<file path="src/rtl/layer_sort_seq.sv">
// layer_sort_seq: test sequencer for one per-layer sort core.
// Loads a pattern, shifts it into the core, captures and checks the result.
// Ports: t_clk/rst; start, f_layer_cfg; wr_en/wr_addr/wr_data pattern port;
//   rd_addr/rd_data result read; busy, done, pass, timeout status;
//   core_rst_n, core_f_layer, core_data_in, core_sort_finish, core_data_out.
// Optional macro LAYER_SEQ_TIMEOUT_EN adds the WAIT watchdog and TIMEOUT.

module layer_sort_seq #(
  parameter int WORD_W    = 4,
  parameter int NUM_WORDS = 8
`ifdef LAYER_SEQ_TIMEOUT_EN
  ,
  parameter int TIMEOUT   = 1024
`endif
) (
  input  logic                         t_clk,
  input  logic                         rst,
  input  logic                         start,
  input  logic                         f_layer_cfg,
  input  logic                         wr_en,
  input  logic [$clog2(NUM_WORDS)-1:0] wr_addr,
  input  logic [WORD_W-1:0]            wr_data,
  input  logic [$clog2(NUM_WORDS)-1:0] rd_addr,
  output logic [WORD_W-1:0]            rd_data,
  output logic                         busy,
  output logic                         done,
  output logic                         pass,
  output logic                         timeout,
  output logic                         core_rst_n,
  output logic                         core_f_layer,
  output logic                         core_data_in,
  input  logic                         core_sort_finish,
  input  logic                         core_data_out
);

  localparam int AW = $clog2(NUM_WORDS);
  localparam int NB = NUM_WORDS * WORD_W;
  localparam int CW = $clog2(NB);
  localparam int BW = (WORD_W > 1) ? $clog2(WORD_W) : 1;
  localparam int SW = WORD_W + AW;
  localparam logic [CW-1:0] LAST = CW'(NB - 1);

  typedef enum logic [2:0] {
    S_IDLE,
    S_CRST,
    S_SHIFT,
    S_WAIT,
    S_CAPT,
    S_CHECK,
    S_DONE
  } state_t;

  state_t state, state_nx;

  logic [CW-1:0]     cnt;
  logic [AW-1:0]     widx;
  logic [BW-1:0]     bidx;
  logic [WORD_W-1:0] pat [NUM_WORDS];
  logic [WORD_W-1:0] res [NUM_WORDS];
  logic              launch;
  logic              fire_to;
  logic              ord_ok;
  logic [SW-1:0]     sum_pat;
  logic [SW-1:0]     sum_res;
  logic              pass_q;
  logic              f_layer_q;
  logic              crst_n_q;
  logic              cap_en;

  // One bit counter serves both directions: MSB first, word 0 first.
  assign widx = AW'(int'(cnt) / WORD_W);
  assign bidx = BW'(WORD_W - 1 - int'(cnt) % WORD_W);

  always_ff @(posedge t_clk or posedge rst) begin
    if (rst) state <= S_IDLE;
    else     state <= state_nx;
  end

  always_comb begin
    state_nx = state;
    launch   = 1'b0;
    done     = 1'b0;
    busy     = (state != S_IDLE);
    unique case (state)
      S_IDLE: begin
        if (start) begin
          launch   = 1'b1;
          state_nx = S_CRST;
        end
      end
      S_CRST:  state_nx = S_SHIFT;
      S_SHIFT: if (cnt == LAST) state_nx = S_WAIT;
      S_WAIT: begin
        if (core_sort_finish) state_nx = S_CAPT;
        else if (fire_to)     state_nx = S_DONE;
      end
      S_CAPT:  if (cnt == LAST) state_nx = S_CHECK;
      S_CHECK: state_nx = S_DONE;
      S_DONE: begin
        done     = 1'b1;
        state_nx = S_IDLE;
      end
      default: state_nx = S_IDLE;
    endcase
  end

  always_ff @(posedge t_clk or posedge rst) begin
    if (rst) begin
      cnt <= '0;
    end else begin
      unique case (state)
        S_SHIFT, S_CAPT: cnt <= (cnt == LAST) ? '0 : cnt + CW'(1);
        S_WAIT:  cnt <= core_sort_finish ? CW'(1) : '0;
        default: cnt <= '0;
      endcase
    end
  end

  always_ff @(posedge t_clk) begin
    if (wr_en && state == S_IDLE) pat[wr_addr] <= wr_data;
  end

  // The finishing WAIT edge already carries result bit 0.
  assign cap_en = (state == S_CAPT) ||
                  (state == S_WAIT && core_sort_finish);

  always_ff @(posedge t_clk or posedge rst) begin
    if (rst) begin
      for (int i = 0; i < NUM_WORDS; i++) res[i] <= '0;
    end else if (cap_en) begin
      res[widx][bidx] <= core_data_out;
    end
  end

  assign rd_data = res[rd_addr];

  always_comb begin
    ord_ok  = 1'b1;
    sum_pat = '0;
    sum_res = '0;
    for (int i = 0; i < NUM_WORDS - 1; i++) begin
      if (res[i] > res[i+1]) ord_ok = 1'b0;
    end
    for (int i = 0; i < NUM_WORDS; i++) begin
      sum_pat = sum_pat + SW'(pat[i]);
      sum_res = sum_res + SW'(res[i]);
    end
  end

  always_ff @(posedge t_clk or posedge rst) begin
    if (rst) begin
      pass_q    <= 1'b0;
      f_layer_q <= 1'b0;
      crst_n_q  <= 1'b0;
    end else begin
      crst_n_q <= (state_nx != S_CRST);
      if (launch) begin
        pass_q    <= 1'b0;
        f_layer_q <= f_layer_cfg;
      end else if (state == S_CHECK) begin
        pass_q <= ord_ok && (sum_res == sum_pat);
      end
    end
  end

  assign pass         = pass_q;
  assign core_f_layer = f_layer_q;
  assign core_rst_n   = crst_n_q;
  assign core_data_in = (state == S_SHIFT) ? pat[widx][bidx] : 1'b0;

`ifdef LAYER_SEQ_TIMEOUT_EN
  localparam int TW = $clog2(TIMEOUT) + 1;
  localparam logic [TW-1:0] TO_LAST = TW'(TIMEOUT - 1);

  logic [TW-1:0] wcnt;
  logic          to_q;

  assign fire_to = (state == S_WAIT) && (wcnt == TO_LAST);

  always_ff @(posedge t_clk or posedge rst) begin
    if (rst) begin
      wcnt <= '0;
      to_q <= 1'b0;
    end else begin
      wcnt <= (state == S_WAIT) ? wcnt + TW'(1) : '0;
      if (launch) to_q <= 1'b0;
      else if (fire_to && !core_sort_finish) to_q <= 1'b1;
    end
  end

  assign timeout = to_q;
`else
  assign fire_to = 1'b0;
  assign timeout = 1'b0;
`endif

endmodule

</file>
<file path="config.mk">
export PLATFORM = sky130hd
export DESIGN_NAME = layer_sort_seq
export DESIGN_NICKNAME = d
export VERILOG_FILES = /design/src/rtl/layer_sort_seq.sv
export SDC_FILE = /design/constraint.sdc
export NUM_CORES = 1
export LEC_CHECK = 0
export ABC_CLOCK_PERIOD_IN_PS = 4150
export BUFFER_PORTS_ARGS = -buffer_cell sky130_fd_sc_hd__buf_4
export CAP_MARGIN = 20
export CORE_UTILIZATION = 31
export DETAILED_ROUTE_END_ITERATION = 8
export HOLD_SLACK_MARGIN = 0.12
export SETUP_SLACK_MARGIN = 0.02
export SKIP_LAST_GASP = 1
export SLEW_MARGIN = 20
export SYNTH_ARGS = -nofsm -noshare
export SYNTH_HDL_FRONTEND = slang
export SYNTH_SLANG_ARGS = --single-unit
</file>
<file path="constraint.sdc">
create_clock -name t_clk -period 4.15 [get_ports t_clk]
set_input_delay 0.2075 -clock t_clk [delete_from_list [all_inputs] [get_ports t_clk]]
set_output_delay 0.2075 -clock t_clk [all_outputs]
set_load 0.02 [all_outputs]
</file>
==> results by group, run 1 <==
STA
  – Fin crit share: 103.5%
  – Achievable Freq: 232.8 MHz
  – Unrepaired setup endpoints after global routing: true
  – Final min period: 4296 ps
  – Final hold violation count: 0
  – Worst-Margin Slew: 801.5 ps
  – Slew Limit Headroom: 46.28%
  – Final Setup Violations: 1
  – Final Skew: 8.711 ps
  – Worst setup margin: -146.4 ps
  – Fin. max-slew vios: 0
  – TNS Setup: -146.4 ps

Setup path
  – R2R Setup Slk: -150 ps
  – Startpoint types: register
  – Critical Path AT: 4560 ps
  – R2R depth: 15
  – Reg-to-Reg End: pass
  – Worst r2r src: pat[2][2]
  – Crit. End Element: register
  – WP data required: 4410 ps
  – Crit path kind: register to register
  – CP max FO: 2

Synth
  – EDFF count, synth: 32
  – Main synth FF type: dfrtp_1
  – Post-Syn Nets: 643
  – Syn_area_per_cell: 11.39 µm²
  – Gate Count Post-Synth: 533
  – #FFs+latches synth: 75
  – Post-synthesis sequential area ratio: 33.54%
  – Synth async-reset ratio: 57.33%
  – Synth Cell Area: 6073 µm²
  – Synth warnings: 0
  – Synth unique cells: 52

Outcome
  – Status: finished, violations left
  – Failing checks: negative setup slack

Drt
  – DR iter-0 viols: 144
  – Routed Antenna Nets: 0
  – DR DRC count: 0
  – Via count: 3940
  – Routed wire length: 13550 µm
  – Routed len/inst: 15.85 µm
  – DR pass1 iterations: 6
  – Vias per inst: 4.608

Min path
  – HP Start: wr_addr[2]
  – Cells on Worst Hold Path: 2
  – Worst min-delay path category: input pin to register
  – Worst Hold Path EP: pat[1][0]

Clock network
  – H-tree depth: 3
  – Clk root buf: clkbuf_16
  – Clk sinks: 75
  – Reg clk slew, reported paths: 70 ps
  – CTS buffer count: 9
  – CTS max path bufs: 2
  – TritonCTS clock tree: built
  – Clk Latency, worst-skew pair: 350 ps

Power and ir drop
  – Static leakage: 3.177 nW
  – Power Total: 2.694 mW
  – Max IR drop VDD: 337.1 µV
  – Pwr Density: 380.5 nW/µm²

Placed design
  – Port bufs: 26
  – Detailed Place HPWL: 10630 µm
  – Worst setup slack after placement: -279.7 ps
  – GPL Wtd Cong: 0.8128

GRT
  – Vias in the first global route: 4226
  – Pin count of the biggest net entering global routing: 44
  – GRT Util Overall: 14.64%
  – First-pass GRT wire length: 22180 µm
  – Grt ovf: 0
  – Initial antenna violation count: 0

Floorplanning
  – DIE WIDTH: 142.0 µm
  – IO Count: 28
  – Core box area: 18960 µm²
  – Die Y: 142.0 µm
  – Rows: 50
  – Initial Utilization: 32.04%
  – DIE AREA: 20160 µm²

Cells and area
  – Share of cells above drive strength 1: 28.40%
  – Commonest non-fill, non-tap cell in the layout: inv_1
  – FILL cells: 1846
  – Syn-to-layout area delta: 16.58%
  – Antenna cells: 0
  – Most frequent cells in the layout: 105 x inv_1, 55 x buf_4, 45 x ha_1, 44 x fa_1, 43 x dfrtp_1
  – # nets final: 700

Job
  – Max cap viols: 0
## per-layer routing
metal	global-route usage (%)	part of all wire, %
met5	0	0
met4	4.867	1.8
met3	2.927	4.4
met2	24.89	50
met1	18.59	44
## how the worst max path moves through the flow
| stage | end | cells past startpoint | slack [ps] | startpoint |
|---|---|---|---|---|
| 2_1_floorplan | pass | 15 | 20 | pat[2][2] |
| 3_5_place_dp | pass | 15 | -280 | pat[2][2] |
| 4_1_cts | pass | 15 | -170 | pat[5][2] |
| 5_1_grt | pass | 15 | -320 | pat[2][2] |
| 6_report | pass | 15 | -150 | pat[2][2] |
| 3_3_place_gp | pass | 15 | -140 | pat[2][2] |
## per-stage QoR
stage / instance area (µm²) / cells / util, % / hold WS (ps)
after CTS: 7076 / 855 / 37.33 / 270.8
final: 7081 / 855 / 37.35 / 270.2
after detailed placement: 6673 / 830 / 35.20 / 403.9
after global placement: 6673 / 830 / 35.20 / 388.4
after global routing: 7081 / 855 / 37.35 / 288.6
after floorplan: 6078 / 533 / - / 303.7
## critical path: stages, from the launching register on
cell and delay, ps:
edfxtp_1 410, fa_1 560, inv_1 60, fa_1 510
fa_1 530, inv_1 50, fa_1 480, ha_2 180
inv_1 50, fa_2 520, xor2_1 60, nor3_1 160
nand4_1 150, a221oi_2 220, nand2_1 80, o31ai_1 190
## cells in the mapped netlist (6+ instances only)
| library cell | count | area (µm²) |
|---|---|---|
| inv_1 | 106 | 397.9 |
| buf_6 | 8 | 90.09 |
| a21oi_1 | 25 | 125.1 |
| ha_1 | 47 | 588.1 |
| nand2_2 | 32 | 200.2 |
| edfxtp_1 | 32 | 960.9 |
| nand2_1 | 21 | 78.83 |
| nand4_1 | 8 | 50.05 |
| nor2_1 | 17 | 63.81 |
| dfrtp_1 | 43 | 1076 |
| mux4_2 | 10 | 225.2 |
| mux2_4 | 32 | 480.5 |
| o21ai_0 | 13 | 65.06 |
| fa_1 | 46 | 920.9 |
| xor2_1 | 7 | 61.31 |
| xnor2_1 | 6 | 52.55 |
## state kept, by name (all words and copies together) (netlist names)
signal / flops
core_rst_n: 1
core_f_layer: 1
res: 32
pass: 1
cnt: 5
state: 3
pat: 32
## cells by family (layout without fill, tap and decap cells)
| kind of cell | Yosys count | in the layout | share of synthesized area (%) |
|---|---|---|---|
| DFF | 75 | 75 | 33.54 |
| and+or+nand+nor | 118 | 118 | 11.78 |
| other | 1 | 1 | 0.06175 |
| muxes | 53 | 53 | 13.60 |
| adders and majority gates | 93 | 93 | 24.85 |
| xor gates and xnor gates | 13 | 13 | 1.875 |
| buffers and inverters | 124 | 186 | 8.859 |
| AOI/OAI and AO/OA | 56 | 56 | 5.439 |
## repair_timing
| item | 4_1_cts | 5_1_grt |
|---|---|---|
| hold buffers | 8 | 0 |
| gates resized for setup | 2 | 2 |
| pin swaps | 11 | 7 |
| buffers inserted | 1 | 0 |
| setup endpoints to repair | 1 | 1 |
| hold endpoints to repair | 78 | 0 |
## area by class of cell
class / instances / area, µm² / share of cell area (%)
multi-input cells: 334 / 3515 / 49.64
inverters: 107 / 401.6 / 5.672
well taps: 260 / 325.3 / 4.594
clock buffers: 9 / 225.2 / 3.181
repair buffers: 63 / 493.0 / 6.962
flip-flops and latches: 75 / 2037 / 28.77
clock inverters: 7 / 83.83 / 1.184
## power breakdown
part           internal (mW)  switching (mW)
combinational          0.432           0.495
clock                  0.476           0.341
sequential             0.840           0.110
total                   1.75           0.946
Note: power is estimated with default switching activity, not from simulation.
==> run 2, diff against run 1 <==
--- a/config.mk
+++ b/config.mk
@@ -5,6 +5,7 @@
 export SDC_FILE = /design/constraint.sdc
 export NUM_CORES = 1
 export LEC_CHECK = 0
+export ABC_AREA = 1
 export ABC_CLOCK_PERIOD_IN_PS = 4150
 export BUFFER_PORTS_ARGS = -buffer_cell sky130_fd_sc_hd__buf_4
 export CAP_MARGIN = 20
==> run 2 against run 1 <==
Against the previous run: the flow now finishes without violations; die area down 2.2%; maximum frequency up 6.1%; cell count up 14%; sequential power down 3.9%; sequential cell count unchanged; setup slack better by 250 ps; critical path depth up 1; worst hold slack worse by 99 ps; core utilization down 1.1 points; critical path type unchanged.
==> results by group, run 2 <==
Outcome
  – Status: complete, no violations

GRT
  – Pin count of the biggest net entering global routing: 44 (unchanged)
  – First-pass GRT wire length: 23200 µm (+4.6%)
  – Vias in the first global route: 4462 (+5.6%)
  – GRT Util Overall: 15.41% (+0.77 points)
  – Grt ovf: 0 (unchanged)
  – Initial antenna violation count: 0 (unchanged)

STA
  – Fin crit share: 97.58% (-5.9 points)
  – Worst setup margin: 100.4 ps (+246.8 ps)
  – Fin. max-slew vios: 0 (unchanged)
  – Slew Limit Headroom: 54.96% (+8.7 points)
  – Final Setup Violations: 0 (-1)
  – Final min period: 4050 ps (-246.8 ps)
  – Worst-Margin Slew: 670.5 ps (-131.0 ps)
  – Achievable Freq: 246.9 MHz (+6.1%)
  – Final Skew: 4.542 ps (-4.169 ps)
  – Final hold violation count: 0 (unchanged)
  – Unrepaired setup endpoints after global routing: true

Synth
  – Synth top area share: 18.12% (+0.40 points)
  – Leading area contributor after synthesis: dfrtp_1
  – Synth top cells by count: 160 x inv_1, 137 x nand2_1, 57 x nor2_1
  – Synth unique cells: 37 (-29%)
  – Synth async-reset ratio: 57.33% (unchanged)
  – Syn_area_per_cell: 8.521 µm² (-25%)
  – Gate Count Post-Synth: 697 (+31%)
  – Synth warnings: 0 (unchanged)
  – #FFs+latches synth: 75 (unchanged)
  – Main synth FF type: dfrtp_1
  – EDFF count, synth: 32 (unchanged)
  – Synth Cell Area: 5939 µm² (-2.2%)
  – Synth area leaders: dfrtp_1 18%, edfxtp_1 16%, fa_1 16%, inv_1 10%, ha_1 9.9%
  – Post-Syn Nets: 807 (+26%)
  – Post-synthesis sequential area ratio: 34.30% (+0.76 points)
  – Top-count cell post-synth: inv_1

Placed design
  – GPL Wtd Cong: 0.8431 (+3.7%)
  – Detailed Place HPWL: 11020 µm (+3.6%)
  – Port bufs: 26 (unchanged)
  – Worst setup slack after placement: 5.190 ps (+284.9 ps)

Clock network
  – TritonCTS clock tree: built
  – CTS max path bufs: 2 (unchanged)
  – H-tree depth: 3 (unchanged)
  – Clk sinks: 75 (unchanged)
  – CTS buffer count: 9 (unchanged)
  – Clk root buf: clkbuf_16
  – Clk Latency, worst-skew pair: 340 ps (about the same)
  – Reg clk slew, reported paths: 70 ps (about the same)

Min path
  – Worst min-delay path category: input pin to register
  – HP Start: core_sort_finish

Cells and area
  – Antenna cells: 0 (unchanged)
  – Commonest non-fill, non-tap cell in the layout: inv_1
  – Top Registers: pat (32), res (32), cnt (5)
  – Post-layout util: 36.24% (-1.1 points)
  – # nets final: 848 (+21%)
  – Share of cells above drive strength 1: 11.04% (-17 points)
  – Most frequent cells in the layout: 159 x inv_1, 137 x nand2_1, 56 x nor2_1, 48 x o21ai_0
  – Syn-to-layout area delta: 14.51%

Floorplanning
  – IO Count: 28 (unchanged)
  – Core box area: 18770 µm² (-0.99%)
  – Die Y: 140.4 µm (-1.1%)
  – DIE WIDTH: 140.4 µm (-1.1%)
  – Initial Utilization: 31.65% (-0.39 points)
  – DIE AREA: 19720 µm² (-2.2%)
  – Rows: 50 (unchanged)

Drt
  – DR pass1 iterations: 4 (-2)
  – Via count: 4468 (+13%)
  – Vias per inst: 4.573 (-0.76%)
  – DR iter-0 viols: 346 (+140%)
  – Routed wire length: 14090 µm (+4.0%)
  – DR DRC count: 0 (unchanged)
  – Routed len/inst: 14.42 µm (-9.0%)
  – Routed Antenna Nets: 0 (unchanged)

Setup path
  – Critical Path AT: 4320 ps (-240 ps)
  – Worst r2r src: pat[4][2]
  – Worst setup path start: pat[4][2]
  – Startpoint types: register
  – R2R Setup Slk: 100 ps (+250 ps)
  – CP max FO: 2 (unchanged)
  – WP data required: 4420 ps (about the same)
  – Crit path kind: register to register
  – Crit. End Element: register

Power and ir drop
  – Pwr Density: 414.3 nW/µm² (+8.9%)
  – Static leakage: 3.372 nW (+6.1%)
  – Max IR drop VDD: 220.7 µV (-35%)

Job
  – Max cap viols: 0 (unchanged)
[run 2: changes by cell type after synthesis, sizes merged, moves of 10 or more]
cell   previous run  this run
mux4             10         0
nand2            53       144
nor2b            10         0
o21ai            14        51
nand3             4        29
inv             107       166
mux2             40         1
nor2             17        61
[run 2: what timing repair did]
action	4_1_cts	5_1_grt
buffers inserted	2	0
resized for setup	4	1
hold buffers	6	0
pin swaps	11	1
endpoints found under the hold margin	76	0
endpoints found under the setup margin	1	1
[run 2: path summary, 6_finish.rpt]
check                                     to  depth (start not counted)
worst max-delay path                    pass                         16
worst min-delay path                  cnt[0]                          3
worst max register to register          pass                         16
worst min register to register  core_f_layer                          1
max in group asynchronous            res[28]                          4
min in group asynchronous            res[11]                          4
[run 2: layout make-up]
type	instances	area, µm²
Fill cell	1909	11970
Timing Repair Buffer	41	322.8
Sequential cell	75	2037
Clock buffer	10	229.0
Multi-Input combinational cell	445	3224
Tap cell	234	292.8
Clock inverter	6	72.57
Inverter	166	623.1
[run 2: stage by stage]
stage	area [µm²]	cells	setup TNS, ps	total power, mW	hold WS (ps)
after floorplan	5939	697	0	1.714	306.4
after global routing	6802	977	-115.6	3.032	196.1
after detailed placement	6410	953	0	2.006	404.6
after CTS	6799	977	0	2.843	165.4
after global placement	6410	953	0	1.998	400.8
final	6802	977	0	2.818	170.7
[run 2: power by group]
| group | internal (mW) | switching [mW] |
|---|---|---|
| Clock | 0.473 | 0.339 |
| Combinational | 0.437 | 0.656 |
| Sequential | 0.845 | 0.0682 |
[run 2: kinds of logic (layout without fill, tap and decap cells)]
kind of cell             count (synthesis)  count (layout)  share of synthesized area [%]
AND/OR/NAND/NOR                        255             255                          19.47
buffers and inverters                  177             223                          11.67
adder cells (fa/ha/maj)                 93              93                          25.41
AO/OA/AOI/OAI                           88              88                          7.815
flip-flops                              75              75                          34.30
XOR/XNOR                                 4               4                         0.5900
multiplexers                             4               4                         0.6952
other                                    1               1                        0.06314
[run 2: critical path, cell delays in order (launching register included)]
cell	delay (ps)
edfxtp_1	410
fa_1	540
inv_1	50
fa_1	490
fa_1	520
inv_1	60
fa_1	540
ha_2	170
inv_1	50
fa_1	490
xnor2_1	120
nand2_1	70
nor2_1	80
nand3_1	80
nor3_2	110
nand2_1	70
a21oi_1	110
[run 2: per-layer routing]
metal	vias to the layer above	GRT usage, %	share of wire (%)
met4	0	3.991	1.3
met3	15	2.496	3.6
li1	2250	-	-
met1	2106	21.22	49
met2	97	25.11	46
met5	-	0	0
==> run 3, diff against run 2 <==
--- a/config.mk
+++ b/config.mk
@@ -9,6 +9,7 @@
 export ABC_CLOCK_PERIOD_IN_PS = 4150
 export BUFFER_PORTS_ARGS = -buffer_cell sky130_fd_sc_hd__buf_4
 export CAP_MARGIN = 20
+export CORE_ASPECT_RATIO = 1.25
 export CORE_UTILIZATION = 31
 export DETAILED_ROUTE_END_ITERATION = 8
 export HOLD_SLACK_MARGIN = 0.12
==> run 3 against run 2 <==
Against the previous run: non-clock buffer count shrank 3; combinational power about the same; die area hardly changed; core utilization fell by 0.21 points; sequential share of layout area grew 0.16 points; setup slack worse by 40 ps; first-iteration DRC count is 21% lower; cell count decreased by 0.51%; sequential cell count is the same; critical endpoint unchanged; largest power group unchanged.
==> results by group, run 3 (synthesized netlist as in run 2, its figures left out) <==
Setup path
  – Max incr delay on CP: 550 ps (about the same)
  – Crit path kind: register to register
  – Startpoint types: register
  – Most common cell on crit path: fa_1
  – CP max FO: 2 (unchanged)
  – Slowest-stage cell, CP: fa_1
  – R2R depth: 16 (unchanged)
  – Critical Path AT: 4370 ps (+50 ps)
  – Crit. End Element: register
  – Cell chain of the critical path: fa_1 > inv_1 > fa_1 > fa_1 > inv_1 > fa_1 > ha_1 > inv_1 > fa_1 > xnor2_1 > nand2_1 > nor2_1 > nand3_1 > nor3_2 > nand2_1 > a21oi_1
  – WP data required: 4430 ps (about the same)

Power and ir drop
  – Pwr Density: 411.5 nW/µm² (-0.68%)
  – Max IR drop VDD: 247.7 µV (+12%)
  – Power Total: 2.784 mW (-1.2%)
  – Static leakage: 3.355 nW (-0.48%)

GRT
  – Grt ovf: 0 (unchanged)
  – GRT busiest layer: met2
  – Vias in the first global route: 4607 (+3.2%)
  – Met3 usage: 3.453% (+0.96 points)
  – Initial antenna violation count: 0 (unchanged)
  – First-pass GRT wire length: 23470 µm (+1.2%)
  – Pin count of the biggest net entering global routing: 44 (unchanged)
  – GRT Util Overall: 15.76% (+0.35 points)
  – Met1 GRT Util: 18.65% (-2.6 points)
  – Grt met2 use: 28.31% (+3.2 points)

Drt
  – Routed len/inst: 14.78 µm (+2.5%)
  – Vias per inst: 4.632 (+1.3%)
  – Via count: 4502 (+0.76%)
  – Routed wire length: 14370 µm (+1.9%)
  – Routed Antenna Nets: 0 (unchanged)
  – DR DRC count: 0 (unchanged)
  – DR iter-0 viols: 275 (-21%)
  – DR pass1 iterations: 5 (+1)

Outcome
  – Status: complete, no violations

Cells and area
  – Post-layout util: 36.03% (-0.21 points)
  – Multi-input gate area: 3214 µm² (-0.31%)
  – Commonest non-fill, non-tap cell in the layout: inv_1
  – Fin cells: 972 (-0.51%)
  – # nets final: 845 (-0.35%)
  – Storage element area: 2037 µm² (unchanged)
  – Antenna cells: 0 (unchanged)
  – Share of cells above drive strength 1: 10.14% (-0.90 points)
  – Syn-to-layout area delta: 13.90%
  – Top Registers: pat (32), res (32), cnt (5)
  – FILL cells: 1893 (-0.84%)
  – Most frequent cells in the layout: 159 x inv_1, 137 x nand2_1, 57 x nor2_1, 48 x o21ai_0, 47 x ha_1

Min path
  – Cells on Worst Hold Path: 2 (-1)
  – Worst min-delay path category: input pin to register

Placed design
  – Detailed Place HPWL: 11260 µm (+2.2%)
  – GPL Wtd Cong: 0.8755 (+3.8%)
  – Port bufs: 26 (unchanged)
  – DP Cell Count: 950 (-0.31%)

STA
  – Final hold violation count: 0 (unchanged)
  – Fin crit share: 98.54% (+0.96 points)
  – Fin. max-slew vios: 0 (unchanged)
  – Final Setup Violations: 0 (unchanged)
  – Unrepaired setup endpoints after global routing: true
  – Final Skew: 6.819 ps (+2.277 ps)
  – Final min period: 4089 ps (+39.84 ps)
  – Slew Limit Headroom: 54.41% (-0.55 points)
  – Worst-Margin Slew: 678.7 ps (+8.238 ps)
  – Achievable Freq: 244.5 MHz (-0.97%)

Clock network
  – TritonCTS clock tree: built
  – Reg clk slew, reported paths: 60 ps (about the same)
  – CTS buffer count: 9 (unchanged)
  – Clk Latency, worst-skew pair: 350 ps (about the same)
  – Clk root buf: clkbuf_16
  – CTS max path bufs: 2 (unchanged)
  – H-tree depth: 3 (unchanged)
  – Clk sinks: 75 (unchanged)
  – Post-CTS Setup Inserts: 0 (-2)

Floorplanning
  – DIE WIDTH: 125.8 µm (-10%)
  – IO Count: 28 (unchanged)
  – Core box area: 18780 µm² (about the same)
  – Die Y: 156.8 µm (+12%)
  – Initial Utilization: 31.63% (about the same)
  – Rows: 56 (+12%)
  – DIE AREA: 19720 µm² (about the same)

Job
  – Max cap viols: 0 (unchanged)
==> run 3: cell types whose count changed in the layout (fill, tap and decap cells not counted), sizes merged <==
cell,before,now
buf,35,32
clkinvlp,1,2
clkbuf,10,9
==> run 3: path summary, 6_finish.rpt <==
check | start | endpoint | slack [ps]
worst max-delay path | pat[7][2] | pass | 60
worst max register to register | pat[7][2] | pass | 60
worst min-delay path | start | core_rst_n | 150
min in group asynchronous | rst | res[3] | 580
worst min register to register | core_f_layer | core_f_layer | 510
max in group asynchronous | rst | res[12] | 3180
==> run 3: layout make-up <==
cell class	count	share of cell area (%)
Clock buffer	9	3.329
Clock inverter	7	1.110
Inverter	166	9.210
Multi-Input combinational cell	445	47.51
Sequential cell	75	30.11
Tap cell	232	4.291
Timing Repair Buffer	38	4.439
==> run 3: per-layer routing <==
metal	vias to the layer above	part of all wire, %	routed length (µm)
li1	2248	-	-
met3	16	4.2	609
met4	0	1.5	211
met5	-	0	0
met2	88	52	7410
met1	2150	43	6133
==> run 3: timing repair <==
action,4_1_cts,5_1_grt
pin swaps,2,0
hold buffers,6,0
hold endpoints to repair,76,0
endpoints found under the setup margin,1,1
resized for setup,1,0
==> run 3: worst max-delay path: cells and delay by family, from the launching register on <==
| family | cells | cell delay [ps] |
|---|---|---|
| XOR/XNOR | 1 | 160 |
| buffers and inverters | 3 | 150 |
| flip-flops | 1 | 420 |
| AND/OR/NAND/NOR | 5 | 450 |
| AO/OA/AOI/OAI | 1 | 110 |
| adder cells (fa/ha/maj) | 6 | 2730 |
==> run 3: report_power, final <==
part	internal (mW)	total (mW)	switching [mW]	leakage, nW
registers	0.845	0.911	0.0656	0.720
clock network	0.468	0.800	0.331	0.140
logic	0.425	1.07	0.648	2.50
total	1.74	2.78	1.04	3.36
==> run 3: stage by stage <==
step                      worst slack [ps]  cell area [µm²]  hold WS (ps)  TNS, ps
after floorplan                      213.0             5939         306.4        0
after global placement               9.639             6400         396.6        0
after detailed placement            -8.477             6400         400.4   -8.477
after CTS                            43.20             6765         145.9        0
after global routing                -146.2             6765         157.7   -146.2
final                                60.58             6765         150.6        0
